$ cat src/rtl/ddr_arb_pkg.sv
// Shared types and defaults for the two-master DDR bus arbiter.
package ddr_arb_pkg;

  localparam int ARB_ADDR_W = 25;
  localparam int ARB_LEN_W  = 4;
  localparam int WORD_BYTES = 4;

  typedef enum logic [1:0] {
    IDLE  = 2'd0,
    ISSUE = 2'd1,
    RESP  = 2'd2
  } arb_state_t;

  localparam logic OWN_CPU = 1'b0;
  localparam logic OWN_DMA = 1'b1;

endpackage

$ cat src/rtl/ddr_bus_arbiter.sv
// Round-robin arbiter merging the CPU bus and a locked read-burst DMA port
// onto the single-outstanding ddr_valid/ddr_ready bridge interface.
module ddr_bus_arbiter
  import ddr_arb_pkg::*;
#(
  parameter int ADDR_W = ARB_ADDR_W,
  parameter int LEN_W  = ARB_LEN_W
) (
  input  logic              clk,
  input  logic              rst_n,
  input  logic              m0_valid,
  output logic              m0_ready,
  input  logic [ADDR_W-1:0] m0_addr,
  input  logic [31:0]       m0_wdata,
  input  logic [3:0]        m0_wstrb,
  output logic [31:0]       m0_rdata,
  input  logic              m1_valid,
  output logic              m1_ack,
  input  logic [ADDR_W-1:0] m1_addr,
  input  logic [LEN_W-1:0]  m1_len,
  output logic              m1_rvalid,
  output logic [31:0]       m1_rdata,
  output logic              m1_last,
  output logic [ADDR_W-1:0] ddr_addr,
  output logic [31:0]       ddr_wdata,
  output logic [3:0]        ddr_wstrb,
  output logic              ddr_valid,
  input  logic              ddr_ready,
  input  logic [31:0]       ddr_rdata
);

  arb_state_t        state_r, state_s;
  logic              owner_r, owner_s;
  logic              last_grant_r, last_grant_s;
  logic [LEN_W-1:0]  cnt_r, cnt_s;
  logic [ADDR_W-1:0] addr_s;
  logic [31:0]       wdata_s;
  logic [3:0]        wstrb_s;
  logic              valid_s;
  logic              m0_ready_s;
  logic [31:0]       m0_rdata_s;
  logic              m1_rvalid_s;
  logic              m1_last_s;
  logic [31:0]       m1_rdata_s;
  logic              grant_s;
  logic              pick_dma_s;
  logic              burst_more_s;
  logic              unused_s;

  // On a tie the master that did not win last time takes the bus.
  assign grant_s      = (state_r == IDLE) && (m0_valid || m1_valid);
  assign pick_dma_s   = m1_valid && (!m0_valid || (last_grant_r == OWN_CPU));
  assign burst_more_s = (owner_r == OWN_DMA) && (cnt_r != {LEN_W{1'b0}});
  assign m1_ack       = grant_s && pick_dma_s;
  assign unused_s     = ^m1_addr[1:0];

  // State register.
  always_ff @(posedge clk or negedge rst_n) begin
    if (!rst_n) begin
      state_r <= IDLE;
    end else begin
      state_r <= state_s;
    end
  end

  // Next-state decode.
  always_comb begin
    state_s = state_r;
    case (state_r)
      IDLE: begin
        if (m0_valid || m1_valid) state_s = ISSUE;
        else                      state_s = IDLE;
      end
      ISSUE: begin
        if (ddr_ready) state_s = RESP;
        else           state_s = ISSUE;
      end
      RESP: begin
        if (burst_more_s) state_s = ISSUE;
        else              state_s = IDLE;
      end
      default: state_s = IDLE;
    endcase
  end

  // Next values for the registered bridge request, responses and burst counter.
  always_comb begin
    owner_s      = owner_r;
    last_grant_s = last_grant_r;
    cnt_s        = cnt_r;
    addr_s       = ddr_addr;
    wdata_s      = ddr_wdata;
    wstrb_s      = ddr_wstrb;
    valid_s      = ddr_valid;
    m0_ready_s   = 1'b0;
    m0_rdata_s   = m0_rdata;
    m1_rvalid_s  = 1'b0;
    m1_last_s    = 1'b0;
    m1_rdata_s   = m1_rdata;
    case (state_r)
      IDLE: begin
        if (grant_s) begin
          owner_s      = pick_dma_s ? OWN_DMA : OWN_CPU;
          last_grant_s = pick_dma_s ? OWN_DMA : OWN_CPU;
          valid_s      = 1'b1;
          if (pick_dma_s) begin
            addr_s  = {m1_addr[ADDR_W-1:2], 2'b00};
            wdata_s = 32'h0000_0000;
            wstrb_s = 4'b0000;
            cnt_s   = m1_len;
          end else begin
            addr_s  = m0_addr;
            wdata_s = m0_wdata;
            wstrb_s = m0_wstrb;
          end
        end else begin
          valid_s = 1'b0;
        end
      end
      ISSUE: begin
        if (ddr_ready) begin
          valid_s = 1'b0;
          if (owner_r == OWN_DMA) begin
            m1_rvalid_s = 1'b1;
            m1_rdata_s  = ddr_rdata;
            m1_last_s   = (cnt_r == {LEN_W{1'b0}});
          end else begin
            m0_ready_s = 1'b1;
            m0_rdata_s = ddr_rdata;
          end
        end else begin
          valid_s = 1'b1;
        end
      end
      RESP: begin
        if (burst_more_s) begin
          cnt_s   = cnt_r - {{(LEN_W-1){1'b0}}, 1'b1};
          addr_s  = ddr_addr + ADDR_W'(WORD_BYTES);
          valid_s = 1'b1;
        end else begin
          valid_s = 1'b0;
        end
      end
      default: begin
        valid_s = 1'b0;
      end
    endcase
  end

  // Registered outputs and arbitration bookkeeping.
  always_ff @(posedge clk or negedge rst_n) begin
    if (!rst_n) begin
      owner_r      <= OWN_CPU;
      last_grant_r <= OWN_DMA;
      cnt_r        <= {LEN_W{1'b0}};
      ddr_addr     <= {ADDR_W{1'b0}};
      ddr_wdata    <= 32'h0000_0000;
      ddr_wstrb    <= 4'b0000;
      ddr_valid    <= 1'b0;
      m0_ready     <= 1'b0;
      m0_rdata     <= 32'h0000_0000;
      m1_rvalid    <= 1'b0;
      m1_last      <= 1'b0;
      m1_rdata     <= 32'h0000_0000;
    end else begin
      owner_r      <= owner_s;
      last_grant_r <= last_grant_s;
      cnt_r        <= cnt_s;
      ddr_addr     <= addr_s;
      ddr_wdata    <= wdata_s;
      ddr_wstrb    <= wstrb_s;
      ddr_valid    <= valid_s;
      m0_ready     <= m0_ready_s;
      m0_rdata     <= m0_rdata_s;
      m1_rvalid    <= m1_rvalid_s;
      m1_last      <= m1_last_s;
      m1_rdata     <= m1_rdata_s;
    end
  end

endmodule

$ cat config.mk
export PLATFORM = sky130hd
export DESIGN_NAME = ddr_bus_arbiter
export DESIGN_NICKNAME = d
export VERILOG_FILES = /design/src/rtl/ddr_arb_pkg.sv /design/src/rtl/ddr_bus_arbiter.sv
export SDC_FILE = /design/constraint.sdc
export NUM_CORES = 1
export LEC_CHECK = 0
export ABC_CLOCK_PERIOD_IN_PS = 2100
export CAP_MARGIN = 20
export CORE_ASPECT_RATIO = 1.75
export CORE_MARGIN = 2
export CORE_UTILIZATION = 25
export DETAILED_ROUTE_END_ITERATION = 16
export PLACE_DENSITY = 0.53
export SLEW_MARGIN = 20
export SYNTH_ARGS = -nofsm -noshare
export SYNTH_HDL_FRONTEND = slang
export SYNTH_SLANG_ARGS = --single-unit
export TNS_END_PERCENT = 30
$ cat constraint.sdc
create_clock -name clk -period 2.1 [get_ports clk]
set_input_delay 0.42 -clock clk [delete_from_list [all_inputs] [get_ports clk]]
set_output_delay 0.42 -clock clk [all_outputs]
set_load 0.03 [all_outputs]
Word level (Yosys, flattened, before mapping):

Index checks and enable logic that the tools add are counted.

* input port bits: 127
* flip-flop bits (word level): 137
* output and inout port bits: 130

* bitwise operators: 2
* equality and inequality tests: 5
* reductions and logical operators: 16
* add/subtract/negate cells: 2
* multiplexer cells: 28

Operators with widths (count)
* $mux W25: 3
* $pmux W25 S2: 1
* $mux W32: 1
* $add A25 B3 Y25 const B: 1
* $mux W4: 4
* $mux W1: 15
* $reduce_and A3 Y1: 3
* $pmux W4 S2: 1
* $ne A2 B2 Y1 const B: 3
* $pmux W2 S3: 1
* $logic_and A1 B1 Y1: 4
* $logic_not A4 Y1: 1
* $reduce_and A4 Y1: 1
* $reduce_bool A4 Y1: 1
* $sub A4 B1 Y4 const B: 1
* $pmux W1 S3: 1
* $eq A2 B1 Y1 const B: 1
* $eq A2 B2 Y1 const B: 1
* $logic_not A2 Y1: 1
* $logic_or A1 B1 Y1: 2
* $mux W2: 1
* $not A1 Y1: 2
* $reduce_and A2 Y1: 1
* $reduce_bool A2 Y1: 1
* $logic_not A1 Y1: 1

Depth between registers and ports, before layout:

Gate-level depths: netlist of the first run.

* depth after elaboration: 6
* depth in mapped cells: 8
* mapped depth without buffers: 7

Least setup slack after synthesis of the first run:

No wires, ideal clock.

* path type: input port to output port
* from: input m1_valid
* to: output m1_ack
* arrival time: 1735 ps
* slack: -55 ps
* path buffers: 2
* data required time: 1680 ps
* stages: 4
* cell sequence: a21bo_2 buf_2 buf_1 nor3_1

* cells in the longest elaborated chain, start to end: 3
* elaborated cells between the ends (all ways): 4
* classes of those cells: reduce/logical (4)

RTL lines
* start: declaration: line ddr_bus_arbiter.sv:17 `input logic m1_valid,`
* $logic_or A1 B1 Y1: line ddr_bus_arbiter.sv:51 `assign grant_s = (state_r == IDLE) && (m0_valid || m1_valid);`
* $logic_and A1 B1 Y1: line ddr_bus_arbiter.sv:51
* $logic_and A1 B1 Y1 (*): line ddr_bus_arbiter.sv:54 `assign m1_ack = grant_s && pick_dma_s;`
* end: declaration: line ddr_bus_arbiter.sv:18 `output logic m1_ack,`

Mark *: on every way between the ends. The rest lies on a longest branch, timed or not.

Final worst setup path of the first run:

* from: register ddr_addr[12]
* to: output ddr_addr[12]

RTL lines
* start: declaration: line ddr_bus_arbiter.sv:24 `output logic [ADDR_W-1:0] ddr_addr,`
* start signal: assignment: line ddr_bus_arbiter.sv:156 `ddr_addr <= {ADDR_W{1'b0}};`
* start signal: assignment: line ddr_bus_arbiter.sv:169 `ddr_addr <= addr_s;`

No word-level cell between the ends.

==> parameters.txt, run 1 <==
Parameter                              Value

Routing
  Total vias in the final route ... 5,097
  Antenna violation net count after detailed routing ... 0
  Total length of routed wires ... 19,700 um
  Number of design-rule violations left by the first detailed-router iteration ... 237
  Detailed-routing iteration count for the pre-antenna-repair pass ... 4
  Wire length per cell ... 17.9 um
  Number of remaining DRC errors ... 0
  Ratio of routed vias to standard cells ... 4.63

Critical path
  Count of cells along the worst register-to-register path ... 7
  Crit-path leading delay family ... buffers and inverters
  Kind of start point of the critical path ... register
  Data arrival time of the critical path ... 1.60 ns
  Number of buffer and inverter stages on the critical path ... 1
  Crit path capture type ... output pin
  Largest fanout of any net on the critical path ... 6
  Crit-path cells ... clkdlybuf4s50_1
  Worst Path Required ... 1.68 ns
  Endpoint of the worst register-to-register path ... ddr_addr[13]$_DFFE_PN0P_
  Worst R2R Setup Slack ... 0.10 ns
  Cell with the biggest individual delay on the critical path ... sky130_fd_sc_hd__clkdlybuf4s50_1
  CP max stage delay ... 0.72 ns
  Critical path type ... register to output pin
  Critical R2R Launch ... cnt_r[0]$_DFFE_PN0P_

STA
  RSZ-0062 raised after global routing ... false
  Final period util ... 0.962
  Final hold violations ... 0
  Final setup violation count ... 0
  Max_slew headroom ... 0.726
  Max-slew violations ... 0
  Max Fclk ... 0.495 GHz
  Least setup slack across all paths after layout ... 0.0802 ns
  Tmin final ... 2.02 ns
  Least-Margin Pin Slew ... 0.408 ns
  Worst clock skew ... 0.00926 ns

Logic synthesis
  Leading cell types by total area after synthesis ... sky130_fd_sc_hd__dfrtp_1 56%, sky130_fd_sc_hd__mux2_2 12%, sky130_fd_sc_hd__a22o_1 5.6%
  Warnings, synthesis ... 0
  Main flop type after synthesis ... sky130_fd_sc_hd__dfrtp_1
  Cell taking the most area after synthesis ... sky130_fd_sc_hd__dfrtp_1
  Fraction of synthesized cell area in xor and xnor cells ... 0
  Share of synthesized area occupied by flip-flops and latches ... 0.567
  Multiplexer fraction of the synthesized cell area ... 0.127
  Post-Synth Simple-Gate Area ... 0.104
  Area share of the leading cell type in the synthesized netlist ... 0.563
  Fraction of the mapped netlist area in adder cells ... 0.00414
  Summed instance area of the synthesized netlist ... 6050 um2
  Share of synthesized flip-flops with an asynchronous set or reset ... 1.00
  Per-instance average area after synthesis ... 11.8 um2
  Total nets after synthesis ... 641
  Number of enable-type register cells in the synthesized netlist ... 0
  Post-synthesis sequential element count ... 137
  Main combinational cell family by area after synthesis ... compound AO/OA/AOI/OAI gates
  Number of instances in the synthesized netlist ... 512
  Compound-Gate Fraction of Synth Area ... 0.157
  Number of different library cells in the post-synthesis netlist ... 54

Placement
  Weighted congestion at the end of routability-driven global placement ... 0.786
  HPWL after DPL ... 14,400 um
  Instance area at placement ... 9070 um2
  Number of cells after detailed placement ... 1,066
  Number of port buffers ... 254
  Pre-CTS worst setup slack ... -0.0444 ns

Layout
  Area growth from synthesis to layout ... 60.6%
  Filler cells ... 2,383
  Count of placed standard cells in the final layout, fillers left out ... 1,102
  Most common library cell in the layout ignoring fill and taps ... sky130_fd_sc_hd__clkdlybuf4s50_1
  End-of-flow core utilization ... 0.407
  Nets@finish ... 909
  Final non-filler cell area ... 9710 um2
  Most used cells in the layout excluding fill and tap cells ... 247 x sky130_fd_sc_hd__clkdlybuf4s50_1, 136 x sky130_fd_sc_hd__dfrtp_1, 64 x sky130_fd_sc_hd__mux2_2
  Share of layout cells above drive strength 1 ... 0.187

CTS
  CTS tree ... yes
  Clock-pin slew on the worst setup and hold paths ... 0.07 ns
  CTS buffer count ... 17
  H-tree levels ... 4
  Worst-skew pair later-pin latency ... 0.43 ns
  Largest buffer count on any clock path ... 2
  Clock tree root buffer cell ... sky130_fd_sc_hd__clkbuf_16
  Clock sink total ... 137

Run
  Maxcap violations ... 0

Pwr
  Pint ... 9720 uW
  Part of the total power dissipated in the clock network ... 0.184
  Flop pwr share ... 0.293
  Maximum vdd ir drop ... 0.791 mV
  Power density over the cells ... 1720 nW/um2
  P_leak ... 0.00405 uW
  Gate power share ... 0.523
  Net switching power ... 6940 uW
  Share of total power consumed by net switching ... 0.416

Die
  Rows ... 75
  Core area ... 23,800 um2
  Boundary pin count ... 257
  Chip height ... 210 um
  Horizontal die dimension ... 122 um
  DIE AREA ... 25,500 um2
  Starting Density ... 0.254

Global routing
  Maximum number of pins on one net before global-route repair ... 44
  First-pass GRT wire length ... 29,900 um
  GR Util All Layers ... 0.156
  Number of antenna violations at the first check in global routing ... 2
  Via count of the first global-routing pass ... 5,257
  Sum of overflow across all layers after global routing ... 0

Min path
  Path class of the lowest-slack min-delay path ... input port to async pin

Run status
  Run status ... finished, final reports clean
==> timing repair <==
| action | 4_1_cts | 5_1_grt |
|---|---|---|
| endpoints found under the setup margin | 2 | 8 |
| endpoints found under the hold margin | 25 | 0 |
| hold buffers | 1 | 0 |
| buffers inserted | 0 | 2 |
| gates resized for setup | 2 | 3 |
| pin swaps | 0 | 1 |
==> per-layer routing <==
metal,wire length [um],track usage,vias up
li1,-,-,2390
met1,6940,0.157,2503
met2,11000,0.287,165
met3,1050,0.0397,37
met4,705,0.0828,2
met5,7,0,-
==> per-stage QoR <==
stage | hold WS [ns] | total power [uW] | TNS, ns
global route | 0.462 | 17500 | 0
detailed placement | 0.318 | 13700 | -0.0444
finish | 0.432 | 16700 | 0
floorplan | 0.124 | 9840 | 0
global placement | 0.320 | 13700 | 0
CTS | 0.417 | 16900 | 0
==> state kept, by name, summed over array words and instances (netlist names) <==
name,cells
ddr_wdata,32
m0_rdata,32
m1_rdata,32
ddr_addr,25
cnt_r,4
ddr_wstrb,4
state_r,2
ddr_valid,1
last_grant_r,1
m0_ready,1
m1_last,1
m1_rvalid,1
owner_r,1
==> layout make-up <==
class                   instances  area (um2)  area share
diodes                          1        2.50    0.000258
repair buffers                283        2870       0.295
flip-flops and latches        137        3430       0.353
multi-input cells             334        2400       0.247
clock inverters                12         138      0.0142
inverters                       7        26.3     0.00271
well taps                     308         385      0.0397
clock buffers                  20         467      0.0481
==> power groups by stage <==
stage,Sequential (uW),Combinational [uW],Clock [uW]
6_report,4880,8710,3070
5_1_grt,5070,9180,3270
4_1_cts,4890,8820,3160
3_5_place_dp,4900,8810,0
3_3_place_gp,4870,8780,0
2_1_floorplan,7160,2680,0
==> how the worst max path moves through the flow <==
stage                             start                  endpoint  slack [ns]  cells after the start
6_report       ddr_addr[12]$_DFFE_PN0P_              ddr_addr[12]        0.08                      1
5_1_grt            cnt_r[0]$_DFFE_PN0P_   ddr_addr[2]$_DFFE_PN0P_      0.0003                      8
4_1_cts        ddr_addr[10]$_DFFE_PN0P_              ddr_addr[10]        0.02                      1
3_5_place_dp                   m1_valid  ddr_addr[18]$_DFFE_PN0P_       -0.04                      7
3_3_place_gp                   m0_valid   ddr_addr[9]$_DFFE_PN0P_        0.04                      6
2_1_floorplan   ddr_addr[2]$_DFFE_PN0P_  ddr_addr[16]$_DFFE_PN0P_        0.24                      6
==> cell families (layout without fill, tap and decap cells) <==
kind of cell	count (synthesis)	count (layout)
DFF	137	137
and+or+nand+nor	132	132
AOI/OAI and AO/OA	131	131
muxes	69	69
buffers and inverters	41	322
adders and majority gates	2	2
other	0	1
==> cells in the mapped netlist, types with 2 or more instances <==
cell type                   number
sky130_fd_sc_hd__nand2_1        43
sky130_fd_sc_hd__clkbuf_2        2
sky130_fd_sc_hd__mux2_2         64
sky130_fd_sc_hd__ha_1            2
sky130_fd_sc_hd__nand3_1        15
sky130_fd_sc_hd__a21oi_2         2
sky130_fd_sc_hd__buf_2          13
sky130_fd_sc_hd__o22a_1          5
sky130_fd_sc_hd__nor3_1          3
sky130_fd_sc_hd__a21oi_1        33
sky130_fd_sc_hd__o21ai_0        15
sky130_fd_sc_hd__inv_1           7
sky130_fd_sc_hd__a31oi_1         4
sky130_fd_sc_hd__mux2i_1         5
sky130_fd_sc_hd__nand4_1         3
sky130_fd_sc_hd__clkbuf_1       11
sky130_fd_sc_hd__a2bb2oi_1       7
sky130_fd_sc_hd__a21o_1          2
sky130_fd_sc_hd__o22ai_1         9
sky130_fd_sc_hd__clkbuf_8        4
sky130_fd_sc_hd__a22o_1         39
sky130_fd_sc_hd__nor4_1          3
sky130_fd_sc_hd__a31o_2          3
sky130_fd_sc_hd__buf_6           2
sky130_fd_sc_hd__nor2_1         48
sky130_fd_sc_hd__dfrtp_1       136
sky130_fd_sc_hd__nand2b_1        3
sky130_fd_sc_hd__nor3_2          3
(Power assumes the default switching activity.)
==> run 2, diff against run 1 <==
CORE_UTILIZATION = 43   (was 25)
PLACE_DENSITY = 0.82   (was 0.53)
==> run 2 against run 1 <==
Effect of this change:
- the run now ends with negative hold slack left
- core utilization is 28 points higher
- clock-buffer cell count shrank 2
- sequential cell count is the same
- routed wire length is 6.3% lower
- power fell by 0.82%
- worst hold slack lost 0.44 ns
- combinational power is 0.6% higher
- sequential power grew 0.8%
- critical endpoint is now m1_ack
- largest power group unchanged
- highest routed layer is now met4
==> parameters.txt, run 2 (same netlist as run 1, synthesis figures left out) <==
Parameter                              Value

STA
  Least-Margin Pin Slew ... 0.662 ns (+0.254 ns)
  Final hold violations ... 2 (+2)
  Max Fclk ... 0.490 GHz (-1.1%)
  Final setup violation count ... 0 (unchanged)
  RSZ-0062 raised after global routing ... false
  Tmin final ... 2.04 ns (+0.0215 ns)
  Least setup slack across all paths after layout ... 0.0587 ns (-0.0215 ns)
  Worst clock skew ... 0.00890 ns (-0.000363 ns)
  Max_slew headroom ... 0.555 (-0.171)
  Sum Neg Setup Slack ... 0 ns (unchanged)
  Max-slew violations ... 0 (unchanged)
  Minimum hold slack ... -0.00516 ns (-0.437 ns)
  Final period util ... 0.972 (+0.0102)

CTS
  Clock sink total ... 137 (unchanged)
  CTS tree ... yes
  H-tree levels ... 4 (unchanged)
  CTS Hold Buffers Added ... 0 (-1)
  Largest buffer count on any clock path ... 2 (unchanged)
  Clock tree root buffer cell ... sky130_fd_sc_hd__clkbuf_16
  Worst-skew pair later-pin latency ... 0.41 ns (-0.02 ns)
  CTS buffer count ... 17 (unchanged)
  Clock-pin slew on the worst setup and hold paths ... 0.06 ns (about the same)

Global routing
  Sum of overflow across all layers after global routing ... 0 (unchanged)
  Number of antenna violations at the first check in global routing ... 0 (-2)
  Maximum number of pins on one net before global-route repair ... 68 (+55%)
  First-pass GRT wire length ... 29,100 um (-2.7%)
  Via count of the first global-routing pass ... 5,550 (+5.6%)
  GR Util All Layers ... 0.249 (+0.0935)

Placement
  Instance area at placement ... 8960 um2 (-1.3%)
  Pre-CTS worst setup slack ... -0.0283 ns (+0.0161 ns)
  HPWL after DPL ... 13,500 um (-5.7%)
  Number of port buffers ... 254 (unchanged)
  Weighted congestion at the end of routability-driven global placement ... 0.972 (+24%)

Pwr
  Part of the total power dissipated in the clock network ... 0.172 (-0.012)
  Share of total power consumed by net switching ... 0.424 (+0.00762)
  Power density over the cells ... 1730 nW/um2 (+0.91%)
  Maximum vdd ir drop ... 0.928 mV (+17%)
  Gate power share ... 0.530 (+0.007)
  P_leak ... 0.00406 uW (+0.16%)
  Pint ... 9520 uW (-2.1%)
  Net switching power ... 7010 uW (+1.0%)
  Flop pwr share ... 0.298 (+0.005)

Layout
  Registers with the highest flip-flop counts ... ddr_wdata (32), m0_rdata (32), m1_rdata (32)
  Most used cells in the layout excluding fill and tap cells ... 249 x sky130_fd_sc_hd__clkdlybuf4s50_1, 136 x sky130_fd_sc_hd__dfrtp_1, 64 x sky130_fd_sc_hd__mux2_2
  Share of layout cells above drive strength 1 ... 0.200 (+0.0129)
  Antenna fix cells ... 0 (-1)
  Filler cells ... 1,024 (-57%)
  Nets@finish ... 918 (+0.99%)
  End-of-flow core utilization ... 0.690 (+0.282)
  Area growth from synthesis to layout ... 57.9%
  Most common library cell in the layout ignoring fill and taps ... sky130_fd_sc_hd__clkdlybuf4s50_1
  Final non-filler cell area ... 9550 um2 (-1.7%)

Critical path
  Crit path capture type ... output pin
  Largest fanout of any net on the critical path ... 3 (-3)
  Kind of start point of the critical path ... input port
  Worst R2R Setup Slack ... 0.07 ns (-0.03 ns)
  Critical path type ... input port to output pin
  Endpoint of the worst register-to-register path ... ddr_addr[6]$_DFFE_PN0P_
  Count of cells along the worst register-to-register path ... 7 (unchanged)
  Data arrival time of the critical path ... 1.62 ns (+0.02 ns)
  Worst Path Required ... 1.68 ns (about the same)
  Critical R2R Launch ... cnt_r[0]$_DFFE_PN0P_

Run status
  Run status ... finished with violations
  Violations in the final reports ... negative hold slack

Routing
  Ratio of routed vias to standard cells ... 5.42 (+17%)
  Total length of routed wires ... 18,500 um (-6.3%)
  Detailed-routing iteration count for the pre-antenna-repair pass ... 5 (+1)
  Number of remaining DRC errors ... 0 (unchanged)
  Antenna violation net count after detailed routing ... 0 (unchanged)
  Number of design-rule violations left by the first detailed-router iteration ... 286 (+21%)
  Total vias in the final route ... 5,307 (+4.1%)
  Wire length per cell ... 18.9 um (+5.5%)

Die
  DIE AREA ... 15,100 um2 (-41%)
  Rows ... 57 (-24%)
  Chip height ... 161 um (-23%)
  Starting Density ... 0.437 (+0.183)
  Core area ... 13,800 um2 (-42%)
  Horizontal die dimension ... 93.6 um (-23%)
  Boundary pin count ... 257 (unchanged)

Min path
  Path class of the lowest-slack min-delay path ... input port to async pin

Run
  Maxcap violations ... 0 (unchanged)
[run 2: cell types whose count changed in the layout (fill, tap and decap cells not counted), moves of 2 or more]
cell,delta
sky130_fd_sc_hd__buf_4,+10
sky130_fd_sc_hd__inv_6,+4
sky130_fd_sc_hd__buf_12,-3
sky130_fd_sc_hd__buf_6,+3
sky130_fd_sc_hd__bufinv_16,-2
sky130_fd_sc_hd__clkbuf_8,-2
sky130_fd_sc_hd__clkdlybuf4s50_1,+2
sky130_fd_sc_hd__clkinv_2,-2
[run 2: power groups by stage]
stage / Combinational [uW] / Clock (uW) / Sequential [uW]
6_report: 8760 / 2840 / 4920
5_1_grt: 9190 / 3030 / 5100
4_1_cts: 8770 / 2910 / 4910
3_5_place_dp: 8730 / 0 / 4930
3_3_place_gp: 8560 / 0 / 4850
2_1_floorplan: 2680 / 0 / 7160
[run 2: per-layer routing]
layer	global-route usage	vias up	routed length (um)
li1	-	2412	-
met1	0.272	2556	6340
met2	0.448	275	10000
met3	0.0483	64	1200
met4	0.128	0	892
met5	0	-	0
[run 2: critical path, stage by stage]
cell                              delay (ns)
sky130_fd_sc_hd__clkdlybuf4s50_1        0.52
sky130_fd_sc_hd__a21bo_2                0.27
sky130_fd_sc_hd__nor3_2                 0.20
sky130_fd_sc_hd__buf_4                  0.21
[run 2: layout make-up]
class	count	area, um2	area share
tap	177	221	0.0232
inverter	7	26.3	0.00275
sequential	137	3430	0.359
multi-input combinational	334	2390	0.251
clock inverter	14	130	0.0136
timing repair buffer	292	2900	0.304
clock buffer	18	439	0.0460
[run 2: stage by stage]
step / instances / total power, uW
after global placement: 947 / 13400
after CTS: 979 / 16600
final: 979 / 16500
after floorplan: 512 / 9840
after detailed placement: 947 / 13700
after global routing: 979 / 17300
[run 2: worst max-delay path by stage]
| stage | start | end | depth (start not counted) |
|---|---|---|---|
| floorplan | ddr_addr[2]$_DFFE_PN0P_ | ddr_addr[16]$_DFFE_PN0P_ | 6 |
| global placement | m0_valid | ddr_addr[2]$_DFFE_PN0P_ | 7 |
| detailed placement | m0_valid | ddr_addr[22]$_DFFE_PN0P_ | 7 |
| CTS | ddr_addr[7]$_DFFE_PN0P_ | ddr_addr[7] | 1 |
| global route | cnt_r[0]$_DFFE_PN0P_ | ddr_addr[24]$_DFFE_PN0P_ | 7 |
| finish | m1_valid | m1_ack | 4 |
[run 2: repair_timing]
action / 4_1_cts / 5_1_grt
gates cloned: 0 / 0
buffers inserted: 0 / 0
pin swaps: 0 / 1
setup endpoints to repair: 1 / 8
gates resized for setup: 1 / 7
